## src/rtl/tape_ram_arbiter.sv

```systemverilog
// Arbitrates the main-RAM write port between the CPU and a buffered tape loader, bracketing loads with bank writes.
// Latency: CPU request -> RAM 1 cycle; tape push -> RAM 2 cycles minimum. The CPU stalls only on bank-write cycles; tape pushes are dropped when the FIFO is full.
module tape_ram_arbiter #(
    parameter int          FIFO_DEPTH = 4,
    parameter logic [15:0] BANK_ADDR  = 16'hFFFF,
    parameter logic [7:0]  BANK_WRITE = 8'h00,
    parameter logic [7:0]  BANK_READ  = 8'h20
) (
    input  logic        clk,
    input  logic        reset,
    input  logic        tape_active,
    input  logic        tape_wr,
    input  logic [15:0] tape_addr,
    input  logic [7:0]  tape_dout,
    input  logic        cpu_wr,
    input  logic        cpu_rd,
    input  logic [15:0] cpu_addr,
    input  logic [7:0]  cpu_dout,
    output logic        cpu_wait,
    output logic        ram_wr,
    output logic        ram_rd,
    output logic [15:0] ram_addr,
    output logic [7:0]  ram_din,
    output logic        busy,
    output logic        tape_overflow
);

    localparam int PW = $clog2(FIFO_DEPTH);
    localparam int CW = PW + 1;
    localparam logic [CW-1:0] FULL = CW'(FIFO_DEPTH);

    typedef struct packed {
        logic [15:0] addr;
        logic [7:0]  data;
    } tape_ent_t;

    typedef enum logic [2:0] {
        S_IDLE,
        S_BANK_IN,
        S_LOAD,
        S_DRAIN,
        S_BANK_OUT
    } state_t;

    state_t          state;
    tape_ent_t       mem [FIFO_DEPTH];
    logic [PW-1:0]   wr_ptr;
    logic [PW-1:0]   rd_ptr;
    logic [CW-1:0]   count;

    logic            cpu_req;
    logic            bank_slot;
    logic            pop;
    logic            push_win;
    logic            push;
    logic            drop;
    tape_ent_t       head;

    always_comb begin
        cpu_req   = cpu_wr | cpu_rd;
        bank_slot = (state == S_BANK_IN) || (state == S_BANK_OUT);
        // The FIFO only gets the port on cycles the CPU leaves free.
        pop       = !cpu_req && (count != '0) && ((state == S_LOAD) || (state == S_DRAIN));
        push_win  = tape_wr && ((state == S_BANK_IN) || (state == S_LOAD));
        push      = push_win && ((count != FULL) || pop);
        drop      = push_win && !push;
        head      = mem[rd_ptr];
        cpu_wait  = bank_slot && cpu_req;
        busy      = (state != S_IDLE);
    end

    // Storage needs no reset: entries are only read once counted in.
    always_ff @(posedge clk) begin
        if (push) begin
            mem[wr_ptr] <= {tape_addr, tape_dout};
        end
    end

    always_ff @(posedge clk or posedge reset) begin
        if (reset) begin
            state         <= S_IDLE;
            wr_ptr        <= '0;
            rd_ptr        <= '0;
            count         <= '0;
            ram_wr        <= 1'b0;
            ram_rd        <= 1'b0;
            ram_addr      <= '0;
            ram_din       <= '0;
            tape_overflow <= 1'b0;
        end else begin
            ram_wr <= 1'b0;
            ram_rd <= 1'b0;
            if (bank_slot) begin
                ram_wr   <= 1'b1;
                ram_addr <= BANK_ADDR;
                ram_din  <= (state == S_BANK_IN) ? BANK_WRITE : BANK_READ;
            end else if (cpu_wr) begin
                ram_wr   <= 1'b1;
                ram_addr <= cpu_addr;
                ram_din  <= cpu_dout;
            end else if (cpu_rd) begin
                ram_rd   <= 1'b1;
                ram_addr <= cpu_addr;
            end else if (pop) begin
                ram_wr   <= 1'b1;
                ram_addr <= head.addr;
                ram_din  <= head.data;
            end

            if (push) begin
                wr_ptr <= wr_ptr + PW'(1);
            end
            if (pop) begin
                rd_ptr <= rd_ptr + PW'(1);
            end
            case ({push, pop})
                2'b10:   count <= count + CW'(1);
                2'b01:   count <= count - CW'(1);
                default: count <= count;
            endcase

            if (state == S_BANK_IN) begin
                tape_overflow <= 1'b0;
            end
            if (drop) begin
                tape_overflow <= 1'b1;
            end

            case (state)
                S_IDLE:     if (tape_active) state <= S_BANK_IN;
                S_BANK_IN:  state <= S_LOAD;
                S_LOAD:     if (!tape_active) state <= S_DRAIN;
                S_DRAIN:    if (count == '0) state <= S_BANK_OUT;
                S_BANK_OUT: state <= S_IDLE;
                default:    state <= S_IDLE;
            endcase
        end
    end

endmodule

```

## config.mk

```make
export PLATFORM = sky130hd
export DESIGN_NAME = tape_ram_arbiter
export DESIGN_NICKNAME = d
export VERILOG_FILES = /design/src/rtl/tape_ram_arbiter.sv
export SDC_FILE = /design/constraint.sdc
export NUM_CORES = 1
export LEC_CHECK = 0
export CAP_MARGIN = 5
export CORE_ASPECT_RATIO = 1.5
export CORE_MARGIN = 2
export CORE_UTILIZATION = 45
export CTS_CLUSTER_SIZE = 10
export DETAILED_ROUTE_END_ITERATION = 7
export PLACE_DENSITY = 0.8
export SYNTH_ARGS = -nofsm -noshare
export SYNTH_HDL_FRONTEND = slang
export SYNTH_SLANG_ARGS = --single-unit
```

## constraint.sdc

```tcl
create_clock -name clk -period 7.21 [get_ports clk]
set_input_delay 1.442 -clock clk [delete_from_list [all_inputs] [get_ports clk]]
set_output_delay 1.442 -clock clk [all_outputs]
set_load 0.02 [all_outputs]
```

==> qor.txt <==
CP peak stage delay: 0.91 ns
Post-CTS Hold Fix Bufs: 0
Initial DRT Pass Iterations: 4
worst-path cell chain: clkdlybuf4s50_1, nor2_1, nor2_1, clkdlybuf4s50_1
die width: 93.0 um
shortest period the worst path allows: 4.67 ns
clock slew at reported path FFs: 0.06 ns
endpoints failing hold: 0
Comb power frac: 0.252
die outline height: 138 um
CTS H-tree depth: 4
CTS max path bufs: 2
final period utilization: 0.647
Clk Latency, worst-skew pair: 0.42 ns
# rows: 48
number of antenna violations at the first check in global routing: 0
CTS tree: built
VDD IR max: 0.000207 V
fin worst setup slack: 2.54 ns
Total Routed Length: 10,900 um
Post-DP Area: 6310 um^2
Post-CTS Setup Inserts: 0
switching power total: 801 uW
top cell type's share of synthesized area: 0.539
# clock sinks: 133
Cells after Synth: 320
Avg Cell Area, Syn: 16.7 um^2
Yosys cell types: 38
first-pass GRT wire length: 17,000 um
Via density: 5.32
max cap viols: 0
setup violators final: 0
DP Worst Slack: 2.28 ns
switch share: 0.288
Worst Path Required: 5.77 ns
status: finished, final reports clean
WL/cell: 19.2 um
Design Area, Final: 6950 um^2
Slew HR: 0.164
Power Dens Cells: 401 nW/um^2
Hold WC Path Type: flip-flop to flip-flop
Reg power frac: 0.416
largest net degree at the start of global routing: 38
cts bufs inserted: 17
Seq/Total Area, Yosys: 0.712
Min Hold Slack: 0.487 ns
vias: 3,038
clock network power share: 0.331
IO Count: 83
Synth Register Bits: 133
Critical Path Source Type: primary input
Pint: 1.98 mW
Worst Skew: 0.0107 ns
n_diodes: 0
Routability Congestion: 0.796
Root Buffer: clkbuf_16
Post-CTS Resized: 0
gr ovfl total: 0
largest area contributor in the netlist: edfxtp_1
Antenna Nets Post-Route: 0
Main synth FF type: edfxtp_1
unrepaired setup endpoints after global routing: no
Pwr Total: 2.78 mW
Worst Tran Pin Value: 1.25 ns
vias in the first global route: 3,258
Setup TNS Final: 0 ns
final net count: 467
DR DRC count: 0
max frequency: 214 MHz
placed cells: 539
Synth-to-Final Area Change: 29.9%
layout cells sized above 1: 0.162
core area: 11,500 um^2
most frequent cells in the layout: edfxtp_1, clkdlybuf4s50_1, nand2_1, dfrtp_1, mux4_2
IO buf count: 82
Setup crit end kind: output port
WS Path Type: primary input to output port
Pins Over Slew Limit: 0
Critical Path Slowest Stage Cell: clkdlybuf4s50_1
Async SR Flop Fraction: 0.278
crit-path leading delay family: buffers and inverters
Util after Layout: 0.603
Initial DRC Count: 227
commonest non-fill, non-tap cell in the layout: edfxtp_1
Starting Density: 0.464
Area contributors post-synth: edfxtp_1, dfrtp_1, mux4_2
detailed placer's ending HPWL: 6860 um
DIE AREA: 12,800 um^2
mapped cell area: 5350 um^2
CP bufs+invs: 2
worst-path fanout max: 14
syn_nets: 379
crit path DAT: 3.23 ns
Post-synth EDFFs: 96
Pleak: 2.49 nW
Post-Layout Cell Count: 571
Ys Warns: 0
global-route usage over all layers: 0.185
-- Yosys cell counts, types with 2 or more instances --
| master | n |
|---|---|
| nor2_1 | 22 |
| or2_2 | 2 |
| and2_1 | 4 |
| nand2_1 | 38 |
| clkbuf_1 | 8 |
| ha_1 | 4 |
| a31oi_1 | 17 |
| mux4_2 | 24 |
| inv_1 | 8 |
| o21ai_0 | 4 |
| mux2i_1 | 10 |
| buf_2 | 6 |
| nor3_1 | 2 |
| xnor2_1 | 7 |
| o2bb2ai_1 | 7 |
| nor3b_1 | 3 |
| edfxtp_1 | 96 |
| dfrtp_1 | 37 |
| nor2b_1 | 2 |
-- power groups by stage --
stage	Sequential, mW	Clock, mW	Combinational, mW
2_1_floorplan	1.14	0	0.469
3_3_place_gp	1.17	0	0.689
3_5_place_dp	1.17	0	0.706
4_1_cts	1.16	0.934	0.710
5_1_grt	1.19	0.966	0.755
6_report	1.16	0.922	0.702
-- worst paths after layout --
check	startpoint	to	slack, ns	depth (start not counted)
setup reg to reg	state[1]	mem[1][21]	4.08	3
min in group asynchronous	reset	ram_din[5]	1.47	3
max in group asynchronous	reset	rd_ptr[0]	5.36	3
hold / removal	ram_din[4]	ram_din[4]	0.49	1
setup / recovery	cpu_wr	cpu_wait	2.54	4
hold reg to reg	ram_din[4]	ram_din[4]	0.49	1
-- metal layers --
layer,track usage,vias up,part of all wire
li1,-,1380,-
met1,0.209,1536,0.38
met2,0.318,107,0.54
met3,0.0498,15,0.059
met4,0.103,0,0.018
met5,0,-,0
-- layout make-up --
type,instances,area [um^2]
multi-input cells,162,1430
repair buffers,86,851
clock inverters,11,170
well taps,150,188
fillers,853,4580
clock buffers,21,472
flip-flops and latches,133,3810
inverters,8,30.0
-- cell families after synthesis --
logic type               synth area share
buffers and inverters              0.0211
AO/OA/AOI/OAI                      0.0496
multiplexers                        0.124
adder cells (fa/ha/maj)            0.0131
XOR/XNOR                           0.0131
AND/OR/NAND/NOR                    0.0667
flip-flops                          0.712
-- flip-flops by register name (all words and copies together) (netlist names), 2 cells and up --
| register | count |
|---|---|
| mem | 96 |
| ram_addr | 16 |
| ram_din | 8 |
| count | 3 |
| state | 3 |
| rd_ptr | 2 |
| wr_ptr | 2 |
Power figures use the tool's default switching activity.
